==> src/rtl/mem_port_arbiter.sv <==
// mem_port_arbiter: shares one single-outstanding memory bus between the fetch port and the load/store port,
// with data priority, an anti-starvation counter for fetches, and dropping of fetches made stale by a flush.
module mem_port_arbiter #(
  parameter int STARVE_LIMIT = 3,
  parameter int ADDR_W = 32,
  parameter int DATA_W = 32
) (
  input  logic                clk,
  input  logic                reset,
  input  logic                flush,
  input  logic                inst_req_valid,
  input  logic [ADDR_W-1:0]   inst_req_addr,
  output logic                inst_req_ready,
  output logic                inst_rsp_valid,
  output logic [DATA_W-1:0]   inst_rsp_data,
  input  logic                data_req_valid,
  input  logic                data_req_we,
  input  logic [ADDR_W-1:0]   data_req_addr,
  input  logic [DATA_W-1:0]   data_req_wdata,
  input  logic [DATA_W/8-1:0] data_req_wmask,
  output logic                data_req_ready,
  output logic                data_rsp_valid,
  output logic [DATA_W-1:0]   data_rsp_rdata,
  output logic                mem_req_valid,
  output logic                mem_req_we,
  output logic [ADDR_W-1:0]   mem_req_addr,
  output logic [DATA_W-1:0]   mem_req_wdata,
  output logic [DATA_W/8-1:0] mem_req_wmask,
  input  logic                mem_req_ready,
  input  logic                mem_rsp_valid,
  input  logic [DATA_W-1:0]   mem_rsp_rdata
);
  localparam int CW = STARVE_LIMIT > 0 ? $clog2(STARVE_LIMIT + 1) : 1;
  localparam logic [CW-1:0] LIM = CW'(STARVE_LIMIT);
  typedef enum logic [1:0] {IDLE, INST_WAIT, DATA_WAIT} state_t;
  state_t        r_state;
  logic [CW-1:0] r_starve;
  logic          r_drop;
  logic w_idle, w_both, w_force_inst, w_gnt_inst, w_gnt_data, w_hs;
  always_comb begin
    w_idle         = r_state == IDLE;
    w_both         = inst_req_valid & data_req_valid;
    w_force_inst   = STARVE_LIMIT != 0 && r_starve == LIM;
    w_gnt_inst     = w_idle & inst_req_valid & (~data_req_valid | w_force_inst);
    w_gnt_data     = w_idle & data_req_valid & ~w_gnt_inst;
    w_hs           = (w_gnt_inst | w_gnt_data) & mem_req_ready;
    mem_req_valid  = w_gnt_inst | w_gnt_data;
    mem_req_we     = w_gnt_data & data_req_we;
    mem_req_addr   = w_gnt_data ? data_req_addr : w_gnt_inst ? inst_req_addr : '0;
    mem_req_wdata  = w_gnt_data ? data_req_wdata : '0;
    mem_req_wmask  = w_gnt_data ? data_req_wmask : '0;
    inst_req_ready = w_gnt_inst & mem_req_ready;
    data_req_ready = w_gnt_data & mem_req_ready;
    inst_rsp_valid = r_state == INST_WAIT && mem_rsp_valid && !r_drop && !flush;
    inst_rsp_data  = inst_rsp_valid ? mem_rsp_rdata : '0;
    data_rsp_valid = r_state == DATA_WAIT && mem_rsp_valid;
    data_rsp_rdata = data_rsp_valid ? mem_rsp_rdata : '0;
  end
  always_ff @(posedge clk) begin
    if (reset) begin
      r_state  <= IDLE;
      r_starve <= '0;
      r_drop   <= 1'b0;
    end else begin
      case (r_state)
        IDLE: if (w_hs) begin
          r_state <= w_gnt_inst ? INST_WAIT : DATA_WAIT;
          r_drop  <= w_gnt_inst & flush;
          // starvation is only counted when both ports competed for the grant
          if (w_both) r_starve <= w_gnt_inst ? '0 : r_starve + CW'(r_starve != LIM);
        end
        INST_WAIT: begin
          r_state <= mem_rsp_valid ? IDLE : INST_WAIT;
          r_drop  <= ~mem_rsp_valid & (r_drop | flush);
        end
        DATA_WAIT: if (mem_rsp_valid) r_state <= IDLE;
        default: r_state <= IDLE;
      endcase
    end
  end
  assert property (@(posedge clk) disable iff (reset) !(r_state == IDLE && mem_rsp_valid));
endmodule
==> config.mk <==
export PLATFORM = sky130hd
export DESIGN_NAME = mem_port_arbiter
export DESIGN_NICKNAME = d
export VERILOG_FILES = /design/src/rtl/mem_port_arbiter.sv
export SDC_FILE = /design/constraint.sdc
export NUM_CORES = 1
export LEC_CHECK = 0
export CORE_AREA = 2 2 107 109
export DETAILED_ROUTE_END_ITERATION = 12
export DIE_AREA = 0 0 109 111
export PLACE_DENSITY = 0.7
export SYNTH_ARGS = -nofsm -noshare
export SYNTH_HDL_FRONTEND = slang
export SYNTH_SLANG_ARGS = --single-unit
==> constraint.sdc <==
create_clock -name clk -period 2.63 [get_ports clk]
set_input_delay 0.3945 -clock clk [delete_from_list [all_inputs] [get_ports clk]]
set_output_delay 0.3945 -clock clk [all_outputs]
set_load 0.03 [all_outputs]
==> impl_metrics.toml <==
[global_route]
grt_first_pass_wirelength_um = 12700
antenna_found_initial = 0
grt_pass1_vias = 2441
track_usage_pct = 13.0
grt_max_degree = 43
overflow = 0

[critical_path]
worst-setup-path-type = "in -> out"
worst_ep_required_time_ns = 2.24
critical_path.endpoint_type = "primary output"
critical_path.max_fanout = 42
startpoint_type = "input pin"
critical_path_arrival_ns = 2.18

[worst_hold_path]
hold_class = "reg -> reg"

[finish]
fillCellCount = 1095
multiInputGateArea_mm2 = 0.00119
final_nets = 605
postLayoutCellArea_mm2 = 0.00431
areaGrowthSynthToFinish_pct = 191
seq_area_um2 = 100
drive_gt1_share_pct = 22.6
fin_util_pct = 38.9
n_antenna_cell = 0

[clocking]
worstSkewPairLatency_ns = 0.23
cts_root_buf = "clkbuf_16"
clkSinkCount = 5
cts-buffers-inserted = 3
cts_tree = "built"
ctsResizeCount = 0
cts_setup_buffers = 0
cts_hold_buf = 0
clkTransAtPathRegs_ns = 0.03
htree_levels = 1
clk_path_buf_depth = 2

[sta]
setup_violations = 0
max_slew_margin_pct = 70.6
period_share_pct = 97.8
fin_skew_ns = 0.00278
hold_viol = 0
worst_pin_slew_ns = 0.436
max_freq_ghz = 0.389
period_needed_ns = 2.57
maxSlewViolCount = 0

[detailed_routing]
viasPerCell = 4.10
drtIter0Drc = 81
routed_wl_um = 8860
num_vias = 2491
ant_nets = 0
drcViolationCount = 0
dr.pass1.iters = 4
drt-wirelength-per-cell_um = 14.6

[floorplanning]
rows = 39
start_util_pct = 13.3
dieWidth_um = 109
design.die.area_mm2 = 0.0121
ios = 278
die_y_um = 111
core_mm2 = 0.0111

[yosys]
ys_seq_area_share_pct = 6.77
synth_area_leaders = "and2_1 28%, a22o_1 18%, and3_1 17%, dfxtp_1 6.8%, buf_8 4.1%"
synthCells = 198
synth.distinct_cells = 34
ys_ff_latch = 5
syn_area_mm2 = 0.00148
synth_top_cell_area_share_pct = 27.5
syn_nets = 338
syn_area_per_cell_um2 = 7.46
yosys_warnings = 0
yosys.area.top_type = "and2_1"

[pwr]
leakagePower_nw = 1.99
powerDensity_mw_per_mm2 = 255
clockPowerShare_pct = 23.3
p_sw_share_pct = 37.9
p_int_mw = 0.681
pwr-share-comb_pct = 68.8
ir_drop_uv = 133
netSwitchingPower_mw = 0.415
p_seq_share_pct = 7.8

[place]
dp_hpwl_um = 7400
gp_congestion = 0.848
port_buffers = 277
place_area_mm2 = 0.00422

[job]
drv_cap = 0

[run_status]
status = "finished clean"
## path summary, 6_finish.rpt
| path | startpoint | end | slack (ns) | cells past startpoint |
|---|---|---|---|---|
| worst min register to register | r_drop | r_drop | 0.48 | 2 |
| worst max-delay path | data_req_valid | mem_req_wdata[8] | 0.06 | 5 |
| worst min-delay path | r_drop | r_drop | 0.48 | 2 |
| worst max register to register | r_state[1] | r_starve[1] | 1.20 | 4 |
## cells in the mapped netlist, drive strengths merged
cell	count
and2	66
and3	42
a22o	32
buf	14
clkbuf	9
dfxtp	5
inv	4
nand4	3
nor3b	3
a221oi	2
nor2	2
nor2b	2
nor3	2
a2111oi	1
a21bo	1
a21o	1
a21oi	1
mux2	1
nand2	1
nand2b	1
nand3	1
o21a	1
o21ai	1
o32ai	1
or2	1
## state kept, by name (all words and copies together), names as in the netlist
register,count
r_starve,2
r_drop,1
r_state,2
## through the flow
| step | setup TNS (ns) | cells | power [mW] | setup slack, ns | hold slack [ns] |
|---|---|---|---|---|---|
| 6_report | 0 | 607 | 1.10 | 0.0592 | 0.475 |
| 2_1_floorplan | 0 | 198 | 0.448 | 0.768 | 0.432 |
| 3_5_place_dp | 0 | 603 | 0.844 | 0.0411 | 0.476 |
| 3_3_place_gp | 0 | 603 | 0.836 | 0.0990 | 0.451 |
| 5_1_grt | -0.00395 | 607 | 1.14 | -0.00395 | 0.513 |
| 4_1_cts | 0 | 607 | 1.11 | 0.0470 | 0.481 |
## cell usage in the layout (no fill, tap or decap)
master,count
nor3_4,1
or2_2,1
nor3b_4,1
and2_4,1
o21a_1,1
and3_1,39
buf_4,76
a21oi_1,1
nor2b_1,2
a2111oi_2,1
nand3_1,1
nand2_1,1
a21bo_2,1
clkinv_2,1
and3_2,3
nand2b_2,1
o21ai_0,1
a221oi_1,2
o32ai_2,1
a22o_2,2
dfxtp_1,5
nand4_1,3
clkbuf_16,3
clkdlybuf4s50_1,198
dlymetal6s2s_1,4
and2_1,65
inv_1,3
inv_2,1
a22o_1,30
buf_12,7
nor3_1,1
mux2_2,1
nor3b_2,2
nor2_1,2
a21o_2,1
## per-layer routing
layer / wire [um] / track usage, % / vias up
li1: - / - / 1239
met1: 3410 / 14.4 / 1140
met2: 4710 / 25.4 / 103
met3: 640 / 2.06 / 9
met4: 101 / 2.65 / 0
met5: 0 / 0 / -
## cell type report
class / count / area share, %
repair buffers: 285 / 63.7
clock buffers: 3 / 1.74
multi-input cells: 166 / 27.6
inverters: 4 / 0.349
clock inverters: 1 / 0.116
flip-flops and latches: 5 / 2.32
well taps: 143 / 4.16
## cell families (layout without fill, tap and decap cells)
kind of cell	Yosys count	in the layout	synth area share [%]
flip-flops	5	5	6.77
multiplexers	1	1	0.762
buffers and inverters	27	293	12.8
AO/OA/AOI/OAI	41	41	24.9
AND/OR/NAND/NOR	124	124	54.8
## power by group through the flow
| stage | Sequential [mW] | Combinational (mW) | Clock [mW] |
|---|---|---|---|
| 4_1_cts | 0.0857 | 0.761 | 0.259 |
| 5_1_grt | 0.0864 | 0.792 | 0.264 |
| 2_1_floorplan | 0.0834 | 0.365 | 0 |
| 3_3_place_gp | 0.0866 | 0.749 | 0 |
| 3_5_place_dp | 0.0868 | 0.757 | 0 |
| 6_report | 0.0858 | 0.755 | 0.256 |
## worst max-delay path: stages
cell             delay, ns
clkdlybuf4s50_1       0.48
nor3b_4               0.22
buf_12                0.21
and3_1                0.19
clkdlybuf4s50_1       0.67
No activity file was read; power rests on OpenSTA's default activity.
==> RTL change 1: new RTL, config.mk and constraints unchanged <==
Change the parameter `STARVE_LIMIT` from 3 to 2.
--- a/src/rtl/mem_port_arbiter.sv
+++ b/src/rtl/mem_port_arbiter.sv
@@ -3,3 +3,3 @@
 module mem_port_arbiter #(
-  parameter int STARVE_LIMIT = 3,
+  parameter int STARVE_LIMIT = 2,
   parameter int ADDR_W = 32,
Check against the original RTL: not equivalent (Yosys sat finds a counterexample within 10 cycles, from zero or initial values and one cycle with reset high).
==> RTL change 1 against the unedited design <==
- worst hold slack better by 0.017 ns
- power increased by 7.2%
- final cell count is 0.49% lower
- first-iteration DRC count grew 7.4%
- worst setup slack improved by 0.057 ns
- die area stayed put
- synthesized area decreased by 10%
- final area is 2.4% higher
- sequential cell count is the same
- critical path depth up 1
- routed wire length up 5.2%
- critical path type unchanged
- highest routed layer unchanged
==> RTL change 1: results (changes against the unedited design) <==
run status complete, no violations (unchanged); worst clock skew 0.000488 ns (was 0.00278 ns); top area cells in the synthesized netlist and2_1 48%, a22o_1 21%, dfxtp_1 7.5% (was and2_1 28%, a22o_1 18%, and3_1 17%); number of cells traversed by the worst register-to-register path 3 (was 4); TritonCTS Buffers 3 (unchanged); DRC violations left 0 (unchanged); Synth cell types 27 (was 34); fin nets 604 (was 605); CP arrival 2.12 ns (was 2.18 ns); CTS H-tree lvls 1 (unchanged); layout filler cell count 1,118 (was 1,095); reg-to-reg startpoint r_state[1] (unchanged); slew at the pin closest to its max-slew limit 0.314 ns (was 0.436 ns); clock latency on the worst-skew pair 0.23 ns (about the same); Max VDD drop 219 uV (was 133 uV); synth warn 0 (unchanged); DR vias 2,452 (was 2,491); post-placement worst setup slack 0.112 ns (was 0.0411 ns); Hold Path End r_starve[0] (was r_drop); PostCTS Resize Cnt 0 (unchanged); largest registers r_starve (2), r_state (2), r_drop (1) (unchanged); I/O Buffers 277 (unchanged); n_diodes 0 (unchanged); GRT Overall Usage 14.1% (was 13.0%); Internal Dissipation 0.735 mW (was 0.681 mW); number of optimization iterations in the first detailed-route pass 4 (unchanged); sequential element share of the synthesized area 7.53% (was 6.77%); vias in the first global route 2,307 (was 2,441); critical path peak fanout 70 (was 42); reg-to-reg critical path endpoint r_starve[1] (unchanged); hold_sp r_starve[0] (was r_drop); detail-routed net length per standard cell 15.4 um (was 14.6 um); dpl hpwl 8390 um (was 7400 um); largest net degree at the start of global routing 71 (was 43); Lkg Pwr 1.98 nW (was 1.99 nW); CTS clock-pin slew for the worst setup and hold paths 0.03 ns (about the same); buffers from clock root to sink, at most 2 (unchanged); share of cells above drive strength 1 31.5% (was 22.6%); reg-to-reg setup timing slack 1.03 ns (was 1.20 ns); Cells on Worst Hold Path 2 (unchanged); most used flip-flop cell after synthesis dfxtp_1 (unchanged); iteration-0 DRC count of the detailed router 87 (was 81); async set-reset flop share out of synthesis 0% (unchanged); number of nets in the synthesized netlist 334 (was 338); list of most frequent post-synthesis cells 103 x and2_1, 32 x a22o_1, 12 x clkbuf_1, 5 x dfxtp_1 (was 65 x and2_1, 39 x and3_1, 30 x a22o_1, 9 x clkbuf_1, 5 x dfxtp_1); gpl congestion 0.809 (was 0.848); number of buffers added for setup after CTS 0 (unchanged); antenna violations before repair 0 (unchanged); class of the most critical hold timing path register to register (unchanged); first-pass GRT wire length 13,000 um (was 12,700 um); CTS Root Buffer Type clkbuf_16 (unchanged)
[RTL change 1: cell types whose count changed after synthesis, moves of 3 or more]
cell	before	now
and2_1	65	103
and3_1	39	2
buf_6	4	0
buf_8	4	0
nand2b_1	0	4
and3_2	3	0
clkbuf_1	9	12
nand4_1	3	0
[RTL change 1: metal layers]
metal	GRT usage, %	routed length [um]	vias to the layer above
li1	-	-	1195
met2	26.0	4660	190
met3	4.47	1210	14
met4	4.36	243	0
met5	0	0	-
met1	14.8	3210	1053
[RTL change 1: worst max path at each step]
stage          slack (ns)            from                end  cells after the start
6_report             0.12  data_req_valid   mem_req_addr[23]                      6
5_1_grt              0.04  data_req_valid   mem_req_addr[23]                      6
4_1_cts              0.11           flush  inst_rsp_data[11]                      5
3_5_place_dp         0.11  data_req_valid   mem_req_addr[23]                      6
3_3_place_gp         0.15           flush  inst_rsp_data[11]                      5
2_1_floorplan        0.60      r_state[0]  inst_rsp_data[22]                      4
[RTL change 1: logic make-up after synthesis]
family	after synthesis	synth area share (%)
AOI/OAI and AO/OA	44	27.1
adders and majority gates	2	1.88
buffers and inverters	21	6.40
DFF	5	7.53
and+or+nand+nor	120	57.1
[RTL change 1: area by class of cell]
cell class                      instances  area, um^2  share of cell area (%)
Timing Repair Buffer                  282        2880                    65.2
Multi-Input combinational cell        166        1160                    26.3
Sequential cell                         5         100                    2.27
Clock buffer                            4        78.8                    1.79
Inverter                                4        15.0                   0.341
Tap cell                              143         179                    4.06
[RTL change 1: power groups by stage]
stage	registers [mW]	logic [mW]	clock network (mW)
2_1_floorplan	0.0825	0.339	0
3_3_place_gp	0.0835	0.841	0
3_5_place_dp	0.0837	0.847	0
4_1_cts	0.0827	0.848	0.255
5_1_grt	0.0833	0.877	0.261
6_report	0.0828	0.841	0.253
[RTL change 1: worst max-delay path, cell delays in order]
cell             delay (ns)
clkdlybuf4s50_1        0.47
or3b_4                 0.42
a21oi_4                0.15
buf_12                 0.26
a22o_1                 0.26
buf_12                 0.14
[RTL change 1: metrics by stage]
stage / hold WS (ns) / util, % / cell area [um^2] / instances
2_1_floorplan: 0.444 / - / 1330 / 192
3_3_place_gp: 0.461 / 39.1 / 4330 / 600
3_5_place_dp: 0.484 / 39.1 / 4330 / 600
4_1_cts: 0.490 / 39.8 / 4410 / 604
5_1_grt: 0.510 / 39.8 / 4410 / 604
6_report: 0.492 / 39.8 / 4410 / 604
==> RTL change 2: new RTL, same flow settings <==
Without the edit above. Make the reset (`reset`) asynchronous in one clocked block.
--- a/src/rtl/mem_port_arbiter.sv
+++ b/src/rtl/mem_port_arbiter.sv
@@ -58,3 +58,3 @@
   end
-  always_ff @(posedge clk) begin
+  always_ff @(posedge clk or posedge reset) begin
     if (reset) begin
Check against the original RTL: differs if reset is asserted again (counterexample within 4 cycles, from zero or initial values and one cycle with reset high); with reset held inactive, the same outputs for 10 cycles.
==> RTL change 2 against the unedited design <==
- routed wire length shrank 4.1%
- critical path depth is the same
- sequential cell count is the same
- worst setup slack gained 0.026 ns
- maximum frequency grew 1.0%
- count of clock-buffer cells in the layout grew 1
- register-to-register slack lost 0.09 ns
- first-iteration DRC count shrank 4.9%
- final area grew 2.8%
- synthesized area grew 13%
- critical path type unchanged
Power is not compared: it rests on default switching activity, and its combinational part moved more than twofold at a synthesized area within 25%.
==> RTL change 2: results (changes against the unedited design) <==
slew at the pin closest to its max-slew limit 0.342 ns (was 0.436 ns); reg-to-reg critical path endpoint r_state[0] (was r_starve[1]); reg-to-reg setup timing slack 1.11 ns (was 1.20 ns); peak clock frequency supported by timing 0.393 GHz (was 0.389 GHz); number of nets in the synthesized netlist 390 (was 338); Final Hold Vio Count 0 (unchanged); Max VDD drop 327 uV; worst clock skew 0.00151 ns (was 0.00278 ns); synth warn 0 (unchanged); dpl hpwl 6990 um (was 7400 um); gpl congestion 0.801 (was 0.848); async set-reset flop share out of synthesis 100% (was 0%); final WL 8500 um (was 8860 um); list of most frequent post-synthesis cells 65 x and2_1, 39 x and3_1, 35 x inv_1, 32 x mux2i_1, 32 x nand2_1 (was 65 x and2_1, 39 x and3_1, 30 x a22o_1, 9 x clkbuf_1, 5 x dfxtp_1); TritonCTS Buffers 3 (unchanged); vias per cell 3.97 (was 4.10); number of optimization iterations in the first detailed-route pass 4 (unchanged); DRC violations left 0 (unchanged); GRT Overall Usage 12.2% (was 13.0%); top area cells in the synthesized netlist and2_1 24%, mux2i_1 19%, and3_1 15% (was and2_1 28%, a22o_1 18%, and3_1 17%); fin nets 662 (was 605); first-pass GRT wire length 11,800 um (was 12,700 um); post-placement worst setup slack 0.00788 ns (was 0.0411 ns); class of the most critical hold timing path primary input to async pin (was register to register); reg-to-reg startpoint r_starve[0] (was r_state[1]); n_diodes 0 (unchanged); CP arrival 2.15 ns (was 2.18 ns); Synth cell types 27 (was 34); Lkg Pwr 2.24 nW; most used flip-flop cell after synthesis dfrtp_1 (was dfxtp_1); sequential element share of the synthesized area 7.49% (was 6.77%); largest net degree at the start of global routing 41 (was 43); run status complete, no violations (unchanged); vias in the first global route 2,423 (was 2,441); critical path peak fanout 30 (was 42); number of cells traversed by the worst register-to-register path 5 (was 4); CTS Root Buffer Type clkbuf_16 (unchanged); buffers from clock root to sink, at most 2 (unchanged); share of cells above drive strength 1 26.3% (was 22.6%); iteration-0 DRC count of the detailed router 77 (was 81); CTS clock-pin slew for the worst setup and hold paths 0.03 ns (about the same); I/O Buffers 277 (unchanged)
[RTL change 2: cell types whose count changed after synthesis, sizes merged, moves of 5 or more]
cell | unedited run | this run
a22o | 32 | 0
dfxtp | 5 | 0
mux2i | 0 | 32
buf | 14 | 8
dfrtp | 0 | 5
nand2 | 1 | 33
inv | 4 | 35
[RTL change 2: area by class of cell]
type                       instances  area (um^2)
fill                            1100         6650
clock buffer                       4         78.8
inverter                          35          131
timing repair buffer             288         2630
multi-input combinational        189         1280
sequential                         5          125
tap                              143          179
[RTL change 2: repair_timing]
action,in CTS,in global routing
setup endpoints to repair,0,21
gates resized for setup,0,4
setup buffers,0,1
[RTL change 2: kinds of logic after synthesis]
group | after synthesis | synth area share, %
buffers and inverters | 56 | 16.4
AO/OA/AOI/OAI | 4 | 2.62
XOR/XNOR | 2 | 1.05
flip-flops | 5 | 7.49
multiplexers | 32 | 19.2
AND/OR/NAND/NOR | 151 | 53.3
[RTL change 2: critical path: stages]
cell and delay, ns:
clkdlybuf4s50_1 0.49, nor3b_4 0.24, buf_12 0.19, and3_1 0.16
clkdlybuf4s50_1 0.67
[RTL change 2: stage by stage]
| step | power, mW | hold WS [ns] | instance area (um^2) | instances | setup TNS, ns |
|---|---|---|---|---|---|
| 6_report | 2.47 | 0.378 | 4420 | 664 | 0 |
| 3_3_place_gp | 2.18 | 0.512 | 4310 | 658 | 0 |
| 2_1_floorplan | 1.37 | 0.173 | 1670 | 250 | 0 |
| 4_1_cts | 2.46 | 0.393 | 4390 | 662 | 0 |
| 5_1_grt | 2.60 | 0.412 | 4420 | 664 | -0.000181 |
| 3_5_place_dp | 2.19 | 0.526 | 4310 | 658 | 0 |
[RTL change 2: worst max path at each step]
stage | endpoint | startpoint
floorplan | mem_req_addr[10] | r_starve[0]
CTS | mem_req_addr[25] | inst_req_valid
global placement | mem_req_addr[25] | inst_req_valid
detailed placement | mem_req_addr[25] | inst_req_valid
global route | mem_req_wdata[23] | data_req_valid
finish | mem_req_wdata[21] | data_req_valid
[RTL change 2: report_power, final]
group	internal, mW	leakage, nW	switching [mW]
clock	0.201	0.0382	0.0492
sequential	0.110	0.0632	0.0577
combinational	0.909	2.13	1.14
total	1.22	2.24	1.25
[RTL change 2: per-layer routing]
metal | up-vias | global-route usage (%) | share of wire [%]
li1 | 1337 | - | -
met1 | 1144 | 13.1 | 37
met2 | 154 | 24.2 | 52
met3 | 4 | 1.94 | 9.8
met4 | 0 | 2.31 | 0.72
met5 | - | 0 | 0
